File: src/rtl/pcie_cfg_tx_engine_if.sv
// 64-bit AXI-Stream transmit bundle toward the PCIe hard core.
// The engine drives it through the master modport and the core sinks it through the slave modport.
interface pcie_cfg_tx_engine_if;
   logic [63:0] s_axis_tx_tdata;
   logic [7:0]  s_axis_tx_tkeep;
   logic        s_axis_tx_tlast;
   logic        s_axis_tx_tvalid;
   logic [3:0]  s_axis_tx_tuser;
   logic        s_axis_tx_tready;

   modport master (
      output s_axis_tx_tdata, s_axis_tx_tkeep, s_axis_tx_tlast,
             s_axis_tx_tvalid, s_axis_tx_tuser,
      input  s_axis_tx_tready
   );

   modport slave (
      input  s_axis_tx_tdata, s_axis_tx_tkeep, s_axis_tx_tlast,
             s_axis_tx_tvalid, s_axis_tx_tuser,
      output s_axis_tx_tready
   );
endinterface

File: src/rtl/pcie_cfg_tx_engine.sv
// Root-complex Type 0 configuration request transmitter: turns one controller
// request into a two-beat CfgRd0/CfgWr0 TLP and pulses the matching done.
module pcie_cfg_tx_engine #(
   parameter logic [15:0] REQUESTER_ID = 16'h0000,
   parameter logic [7:0]  TARGET_BUS   = 8'h01,
   parameter logic [4:0]  TARGET_DEV   = 5'h00,
   parameter logic [2:0]  TARGET_FUNC  = 3'h0
) (
   input  logic        user_clk,
   input  logic        user_reset,
   input  logic        user_lnk_up,
   input  logic        ctr2tx_type0_cfg_read,
   input  logic [7:0]  ctr2tx_type0_cfg_read_tag,
   input  logic [11:0] ctr2tx_type0_cfg_read_reg_addr,
   input  logic [3:0]  ctr2tx_type0_cfg_read_first_dw_be,
   output logic        tx2ctr_type0_cfg_read_done,
   input  logic        ctr2tx_type0_cfg_write,
   input  logic [7:0]  ctr2tx_type0_cfg_write_tag,
   input  logic [11:0] ctr2tx_type0_cfg_write_reg_addr,
   input  logic [3:0]  ctr2tx_type0_cfg_write_first_dw_be,
   input  logic [31:0] ctr2tx_type0_cfg_write_data,
   output logic        tx2ctr_type0_cfg_write_done,
   pcie_cfg_tx_engine_if.master axis_tx
);

   localparam logic [2:0] ST_IDLE    = 3'd0;
   localparam logic [2:0] ST_BEAT0   = 3'd1;
   localparam logic [2:0] ST_BEAT1   = 3'd2;
   localparam logic [2:0] ST_DONE    = 3'd3;
   localparam logic [2:0] ST_RELEASE = 3'd4;

   logic [2:0]  state_q, state_d;
   logic        is_write_q, is_write_d;
   logic [7:0]  tag_q, tag_d;
   logic [9:0]  dw_addr_q, dw_addr_d;
   logic [3:0]  be_q, be_d;
   logic [31:0] data_q, data_d;
   logic [63:0] tdata_q, tdata_d;
   logic [7:0]  tkeep_q, tkeep_d;
   logic        tlast_q, tlast_d;
   logic        tvalid_q, tvalid_d;
   logic        rd_done_q, rd_done_d;
   logic        wr_done_q, wr_done_d;
   logic [31:0] dw0, dw1, dw2;

   // Byte offset within the DW is not carried in a configuration header.
   logic unused_addr_bits;
   assign unused_addr_bits = ^{ctr2tx_type0_cfg_read_reg_addr[1:0],
                               ctr2tx_type0_cfg_write_reg_addr[1:0]};

   assign dw0 = is_write_q ? 32'h44000001 : 32'h04000001;
   assign dw1 = {REQUESTER_ID, tag_q, 4'h0, be_q};
   assign dw2 = {TARGET_BUS, TARGET_DEV, TARGET_FUNC, 4'h0, dw_addr_q, 2'b00};

   always_comb begin
      state_d    = state_q;
      is_write_d = is_write_q;
      tag_d      = tag_q;
      dw_addr_d  = dw_addr_q;
      be_d       = be_q;
      data_d     = data_q;
      tdata_d    = tdata_q;
      tkeep_d    = tkeep_q;
      tlast_d    = tlast_q;
      tvalid_d   = tvalid_q;
      rd_done_d  = 1'b0;
      wr_done_d  = 1'b0;
      case (state_q)
         ST_IDLE: begin
            if (user_lnk_up && (ctr2tx_type0_cfg_read || ctr2tx_type0_cfg_write)) begin
               // Read wins a tie; the write stays pending and is taken on a later pass.
               if (ctr2tx_type0_cfg_read) begin
                  is_write_d = 1'b0;
                  tag_d      = ctr2tx_type0_cfg_read_tag;
                  dw_addr_d  = ctr2tx_type0_cfg_read_reg_addr[11:2];
                  be_d       = ctr2tx_type0_cfg_read_first_dw_be;
               end else begin
                  is_write_d = 1'b1;
                  tag_d      = ctr2tx_type0_cfg_write_tag;
                  dw_addr_d  = ctr2tx_type0_cfg_write_reg_addr[11:2];
                  be_d       = ctr2tx_type0_cfg_write_first_dw_be;
               end
               data_d  = ctr2tx_type0_cfg_write_data;
               state_d = ST_BEAT0;
            end
         end
         ST_BEAT0: begin
            if (!tvalid_q) begin
               tvalid_d = 1'b1;
               tdata_d  = {dw1, dw0};
               tkeep_d  = 8'hFF;
               tlast_d  = 1'b0;
            end else if (axis_tx.s_axis_tx_tready) begin
               tdata_d = {(is_write_q ? data_q : 32'h0), dw2};
               tkeep_d = is_write_q ? 8'hFF : 8'h0F;
               tlast_d = 1'b1;
               state_d = ST_BEAT1;
            end
         end
         ST_BEAT1: begin
            if (axis_tx.s_axis_tx_tready) begin
               tvalid_d  = 1'b0;
               tlast_d   = 1'b0;
               tdata_d   = 64'h0;
               tkeep_d   = 8'h00;
               rd_done_d = !is_write_q;
               wr_done_d = is_write_q;
               state_d   = ST_DONE;
            end
         end
         ST_DONE: state_d = ST_RELEASE;
         ST_RELEASE: begin
            // The controller drops its request a cycle after seeing done.
            if (is_write_q ? !ctr2tx_type0_cfg_write : !ctr2tx_type0_cfg_read)
               state_d = ST_IDLE;
         end
         default: state_d = ST_IDLE;
      endcase
   end

   always_ff @(posedge user_clk) begin
      if (user_reset) begin
         state_q    <= ST_IDLE;
         is_write_q <= 1'b0;
         tag_q      <= 8'h0;
         dw_addr_q  <= 10'h0;
         be_q       <= 4'h0;
         data_q     <= 32'h0;
         tdata_q    <= 64'h0;
         tkeep_q    <= 8'h00;
         tlast_q    <= 1'b0;
         tvalid_q   <= 1'b0;
         rd_done_q  <= 1'b0;
         wr_done_q  <= 1'b0;
      end else begin
         state_q    <= state_d;
         is_write_q <= is_write_d;
         tag_q      <= tag_d;
         dw_addr_q  <= dw_addr_d;
         be_q       <= be_d;
         data_q     <= data_d;
         tdata_q    <= tdata_d;
         tkeep_q    <= tkeep_d;
         tlast_q    <= tlast_d;
         tvalid_q   <= tvalid_d;
         rd_done_q  <= rd_done_d;
         wr_done_q  <= wr_done_d;
      end
   end

   assign axis_tx.s_axis_tx_tdata  = tdata_q;
   assign axis_tx.s_axis_tx_tkeep  = tkeep_q;
   assign axis_tx.s_axis_tx_tlast  = tlast_q;
   assign axis_tx.s_axis_tx_tvalid = tvalid_q;
   assign axis_tx.s_axis_tx_tuser  = 4'h0;
   assign tx2ctr_type0_cfg_read_done  = rd_done_q;
   assign tx2ctr_type0_cfg_write_done = wr_done_q;

endmodule
File: src/flat_wrapper.sv
// flat-port wrapper written by rule: the top's interface ports become plain ports
module pcie_cfg_tx_engine_flat 
#(
   parameter logic [15:0] REQUESTER_ID = 16'h0000,
   parameter logic [7:0]  TARGET_BUS   = 8'h01,
   parameter logic [4:0]  TARGET_DEV   = 5'h00,
   parameter logic [2:0]  TARGET_FUNC  = 3'h0
)
  (user_clk, user_reset, user_lnk_up, ctr2tx_type0_cfg_read, ctr2tx_type0_cfg_read_tag, ctr2tx_type0_cfg_read_reg_addr, ctr2tx_type0_cfg_read_first_dw_be, tx2ctr_type0_cfg_read_done, ctr2tx_type0_cfg_write, ctr2tx_type0_cfg_write_tag, ctr2tx_type0_cfg_write_reg_addr, ctr2tx_type0_cfg_write_first_dw_be, ctr2tx_type0_cfg_write_data, tx2ctr_type0_cfg_write_done, axis_tx_s_axis_tx_tdata, axis_tx_s_axis_tx_tkeep, axis_tx_s_axis_tx_tlast, axis_tx_s_axis_tx_tvalid, axis_tx_s_axis_tx_tuser, axis_tx_s_axis_tx_tready);
  pcie_cfg_tx_engine_if axis_tx_i ();
  input  logic user_clk;
  input  logic user_reset;
  input  logic user_lnk_up;
  input  logic ctr2tx_type0_cfg_read;
  input  logic [7:0] ctr2tx_type0_cfg_read_tag;
  input  logic [11:0] ctr2tx_type0_cfg_read_reg_addr;
  input  logic [3:0] ctr2tx_type0_cfg_read_first_dw_be;
  output logic tx2ctr_type0_cfg_read_done;
  input  logic ctr2tx_type0_cfg_write;
  input  logic [7:0] ctr2tx_type0_cfg_write_tag;
  input  logic [11:0] ctr2tx_type0_cfg_write_reg_addr;
  input  logic [3:0] ctr2tx_type0_cfg_write_first_dw_be;
  input  logic [31:0] ctr2tx_type0_cfg_write_data;
  output logic tx2ctr_type0_cfg_write_done;
  output wire logic [$bits(axis_tx_i.s_axis_tx_tdata)-1:0] axis_tx_s_axis_tx_tdata;
  output wire logic [$bits(axis_tx_i.s_axis_tx_tkeep)-1:0] axis_tx_s_axis_tx_tkeep;
  output wire logic [$bits(axis_tx_i.s_axis_tx_tlast)-1:0] axis_tx_s_axis_tx_tlast;
  output wire logic [$bits(axis_tx_i.s_axis_tx_tvalid)-1:0] axis_tx_s_axis_tx_tvalid;
  output wire logic [$bits(axis_tx_i.s_axis_tx_tuser)-1:0] axis_tx_s_axis_tx_tuser;
  input wire logic [$bits(axis_tx_i.s_axis_tx_tready)-1:0] axis_tx_s_axis_tx_tready;
  assign axis_tx_s_axis_tx_tdata = axis_tx_i.s_axis_tx_tdata;
  assign axis_tx_s_axis_tx_tkeep = axis_tx_i.s_axis_tx_tkeep;
  assign axis_tx_s_axis_tx_tlast = axis_tx_i.s_axis_tx_tlast;
  assign axis_tx_s_axis_tx_tvalid = axis_tx_i.s_axis_tx_tvalid;
  assign axis_tx_s_axis_tx_tuser = axis_tx_i.s_axis_tx_tuser;
  assign axis_tx_i.s_axis_tx_tready = axis_tx_s_axis_tx_tready;
  pcie_cfg_tx_engine #(.REQUESTER_ID(REQUESTER_ID), .TARGET_BUS(TARGET_BUS), .TARGET_DEV(TARGET_DEV), .TARGET_FUNC(TARGET_FUNC)) u_core (.user_clk(user_clk), .user_reset(user_reset), .user_lnk_up(user_lnk_up), .ctr2tx_type0_cfg_read(ctr2tx_type0_cfg_read), .ctr2tx_type0_cfg_read_tag(ctr2tx_type0_cfg_read_tag), .ctr2tx_type0_cfg_read_reg_addr(ctr2tx_type0_cfg_read_reg_addr), .ctr2tx_type0_cfg_read_first_dw_be(ctr2tx_type0_cfg_read_first_dw_be), .tx2ctr_type0_cfg_read_done(tx2ctr_type0_cfg_read_done), .ctr2tx_type0_cfg_write(ctr2tx_type0_cfg_write), .ctr2tx_type0_cfg_write_tag(ctr2tx_type0_cfg_write_tag), .ctr2tx_type0_cfg_write_reg_addr(ctr2tx_type0_cfg_write_reg_addr), .ctr2tx_type0_cfg_write_first_dw_be(ctr2tx_type0_cfg_write_first_dw_be), .ctr2tx_type0_cfg_write_data(ctr2tx_type0_cfg_write_data), .tx2ctr_type0_cfg_write_done(tx2ctr_type0_cfg_write_done), .axis_tx(axis_tx_i));
endmodule
File: config.mk
export PLATFORM = sky130hd
export DESIGN_NAME = pcie_cfg_tx_engine_flat
export DESIGN_NICKNAME = d
export VERILOG_FILES = /design/src/rtl/pcie_cfg_tx_engine_if.sv /design/src/rtl/pcie_cfg_tx_engine.sv /design/src/flat_wrapper.sv
export SDC_FILE = /design/constraint.sdc
export NUM_CORES = 1
export LEC_CHECK = 0
export ABC_AREA = 0
export ABC_CLOCK_PERIOD_IN_PS = 1700
export BUFFER_PORTS_ARGS = -buffer_cell sky130_fd_sc_hd__buf_2
export CORE_ASPECT_RATIO = 0.7
export CORE_MARGIN = 3
export CORE_UTILIZATION = 46
export CTS_BUF_LIST = sky130_fd_sc_hd__clkbuf_8
export CTS_CLUSTER_SIZE = 30
export DETAILED_ROUTE_END_ITERATION = 7
export GPL_TIMING_DRIVEN = 0
export PLACE_DENSITY = 0.85
export SETUP_SLACK_MARGIN = 0.05
export SLEW_MARGIN = 20
export SYNTH_ARGS = -nofsm -noshare
export SYNTH_HDL_FRONTEND = slang
export SYNTH_SLANG_ARGS = --single-unit
File: constraint.sdc
create_clock -name user_clk -period 1.7 [get_ports user_clk]
set_clock_uncertainty 0.15 [all_clocks]
set_input_delay 0.085 -clock user_clk [delete_from_list [all_inputs] [get_ports user_clk]]
set_output_delay 0.085 -clock user_clk [all_outputs]
set_load 0.05 [all_outputs]
==> flow_metrics.py <==
metrics = {
    "run_status": {
        "outcome": "finished, violations left",
        "violations": "setup timing",
    },
    "routing": {
        "drtIter0Drc": 471,
        "ant_nets": 0,
        "wl_per_cell_um": 20.3,
        "routed_via_density": 5.70,
        "dr.pass1.iters": 7,
        "via_count": 5081,
        "drt_wl_total_mm": 18.1,
        "drcViolationCount": 0,
    },
    "setup_path": {
        "r2r_start": "u_core.state_q[0]",
        "arrival_ps": 2000,
        "path_cells": "buf_12 > nor4_4 > buf_6 > buf_8 > buf_8 > nand2_2 > a21oi_2",
        "worstSetupPathType": "flop to flop",
        "path_delay_family": "buffers and inverters",
        "crit_path_frequent_cell": "buf_8",
        "end_kind": "flop",
        "rr_endpoint": "u_core.data_q[12]",
        "crit_slowest_cell": "dfxtp_4",
        "start_kind": "flop",
        "worst_path_largest_cell_delay_ps": 390,
        "worstRegToRegCells": 7,
        "cp_max_fo": 8,
        "r2r_slack_ps": -140,
        "cp.required_ps": 1860,
        "worstPathBufferInverterCount": 4,
    },
    "pwr": {
        "finalPower_mw": 9.38,
        "p_leak_nw": 3.30,
        "ir_worst_vdd_mv": 0.817,
        "cellPowerDensity_nw_per_um2": 1280,
    },
    "clocking": {
        "clock-sinks": 108,
        "h-tree-depth": 3,
        "cts_tree": "done",
        "clk_pin_slew_worst_paths_ps": 110,
        "cts_root_buf": "clkbuf_8",
        "clock_latency_ps": 390,
        "cts_buffers": 9,
        "clockBufferDepth": 2,
    },
    "min_path": {
        "hold_class": "input port to flop",
        "worstHoldPathCells": 3,
        "hold_end": "u_core.axis_tx.s_axis_tx_tdata[33]",
        "min_from": "user_reset",
    },
    "grt": {
        "grt_pass1_wl_mm": 24.0,
        "grt_overflow": 0,
        "antenna_found_initial": 1,
        "grt_usage_pct": 28.9,
        "grt_max_degree": 20,
        "grt_pass1_vias": 4856,
    },
    "placed_design": {
        "portBuffers": 138,
        "place_hpwl_mm": 8.98,
        "dp_cells": 771,
        "place.gp.congestion": 0.926,
        "dp_slack_ps": -317,
        "place_area_sq_um": 5380,
    },
    "synth": {
        "synth_cell_types": 36,
        "synth.avg_cell_area_sq_um": 9.07,
        "yosys.area.top_type": "dfxtp_1",
        "ys_top_cells_by_area": "dfxtp_1 49%, a22o_1 6.1%, nand2_1 5.9%",
        "ys_seq_area_share_pct": 48.8,
        "synth_cells": 488,
        "yosysTopAreaCellShare_pct": 48.8,
        "synth_warnings": 0,
        "syn-cell-area_sq_um": 4430,
        "ys_ff_latch": 108,
    },
    "floorplanning": {
        "die-area_sq_um": 10900,
        "core_sq_um": 9220,
        "num_rows": 29,
        "dieHeight_um": 88.1,
        "io_pins": 166,
        "fp.dieW_um": 123,
        "initial_core_util_pct": 48.0,
    },
    "sta": {
        "tns_ps": -1600,
        "setup_viol": 50,
        "worst_hold_slack_ps": 29.5,
        "fin_crit_ps": 1840,
        "slew_viol_final": 0,
        "rsz0062_at_grt": "yes",
        "tightest_slew_ps": 790,
        "final.setup.worst_slack_ps": -142,
        "relSlewSlack_pct": 47.3,
        "post-route-period-util_pct": 108,
        "final_hold_viol_count": 0,
        "fmax_mhz": 543,
    },
    "final_layout": {
        "instances_no_fill": 892,
        "drive_gt1_share_pct": 42.8,
        "fin_util_pct": 79.4,
        "stdcell_area_sq_um": 7320,
        "num-fill-cells": 538,
        "area_growth_pct": 65.4,
        "nets": 848,
    },
    "flow_run": {
        "cap_violations": 0,
    },
}
-- final cells by class --
type	count	area (sq um)	share of cell area [%]
multi-input combinational	329	2370	32.4
sequential	108	2180	29.7
timing repair buffer	244	1800	24.6
buffer	67	598	8.17
tap	124	155	2.12
clock buffer	9	124	1.69
clock inverter	7	81.3	1.11
inverter	3	15.0	0.205
antenna	1	2.50	0.0342
-- worst max-delay path by stage --
| stage | cells past startpoint | endpoint | slack [ps] | start |
|---|---|---|---|---|
| global route | 7 | u_core.data_q[12] | -140 | u_core.state_q[0] |
| finish | 7 | u_core.data_q[12] | -140 | u_core.state_q[0] |
| floorplan | 5 | u_core.axis_tx.s_axis_tx_tdata[40] | 50 | u_core.axis_tx.s_axis_tx_tvalid |
| global placement | 5 | u_core.dw_addr_q[6] | -310 | u_core.state_q[2] |
| detailed placement | 5 | u_core.dw_addr_q[4] | -320 | u_core.state_q[1] |
| CTS | 6 | u_core.axis_tx.s_axis_tx_tdata[46] | 5 | u_core.state_q[0] |
-- worst register-to-register path: cells and delay by family, from the launching register on --
kind / cells / cell delay [ps]
DFF: 1 / 390
AOI/OAI and AO/OA: 1 / 200
buffers and inverters: 4 / 660
and+or+nand+nor: 2 / 370
-- per-layer routing --
metal | part of all wire, % | GRT usage [%] | wire (um)
met1 | 36 | 32.8 | 6590
met3 | 8.8 | 7.68 | 1600
met5 | 0 | 0 | 0
met4 | 6.1 | 14.4 | 1100
met2 | 49 | 50.6 | 8850
-- synthesized netlist by cell type --
library cell and n:
dfxtp_1 108, nand2_1 69, a21oi_1 51, a22o_1 31, buf_4 31, nor2_1 31, a211oi_1 24, mux2i_1 24
buf_2 17, clkbuf_1 17, nand2b_1 13, nor2b_1 13, or4_1 10, o21ai_1 9, nand3_1 5, o21ai_0 5
buf_1 3, inv_1 3, nor3_1 3, a21o_1 2, and2_1 2, mux2_2 2, nor3b_2 2, a21oi_2 1
a221o_1 1, a31oi_1 1, and3_1 1, buf_6 1, conb_1 1, nor4_1 1, nor4_2 1, o211ai_1 1
o21ba_2 1, o21bai_1 1, o41ai_1 1, xor2_2 1
-- timing repair --
item,CTS,global route
cloned,3,5
pin swaps,5,57
endpoints found under the hold margin,58,0
gates resized for setup,58,130
setup endpoints to repair,100,100
hold buffers,79,0
setup buffers,12,7
-- cell families (layout without fill, tap and decap cells) --
family	Yosys count	count (layout)	synth area share [%]
other	1	23	0.0847
XOR/XNOR	1	1	0.368
flip-flops	108	108	48.8
buffers and inverters	72	330	9.38
AND/OR/NAND/NOR	151	151	16.2
multiplexers	26	26	5.94
AO/OA/AOI/OAI	129	129	19.2
-- registers in the layout, indices dropped and copies added (netlist names) --
signal                              count
u_core.axis_tx.s_axis_tx_tdata         45
u_core.data_q                          32
u_core.dw_addr_q                       10
u_core.tag_q                            8
u_core.be_q                             4
u_core.state_q                          3
u_core.axis_tx.s_axis_tx_tkeep          2
u_core.axis_tx.s_axis_tx_tvalid         1
u_core.is_write_q                       1
u_core.tx2ctr_type0_cfg_read_done       1
u_core.tx2ctr_type0_cfg_write_done      1
-- cells in the final DEF, fill, tap and decap left out, drive strengths merged, types with 2 or more instances in the layout --
cell and count:
nor3 3, o21ai 14, inv 5, buf 215, mux2i 24, nor4 2
nor2b 13, dlygate4sd3 79, a21o 2, clkinvlp 2, nand3 5, a21oi 52
a211oi 24, dfxtp 108, or4 10, nand2b 13, clkinv 2, a22o 31
nor2 31, mux2 2, conb 22, and2 2, clkbuf 26, nand2 69
nor3b 2
-- where the power goes --
part,internal (mW),total [mW],leakage [nW],switching (mW)
clock network,0.702,1.64,0.101,0.942
registers,2.92,3.25,0.883,0.324
logic,1.87,4.49,2.32,2.62
Note: power is estimated with default switching activity, not from simulation.
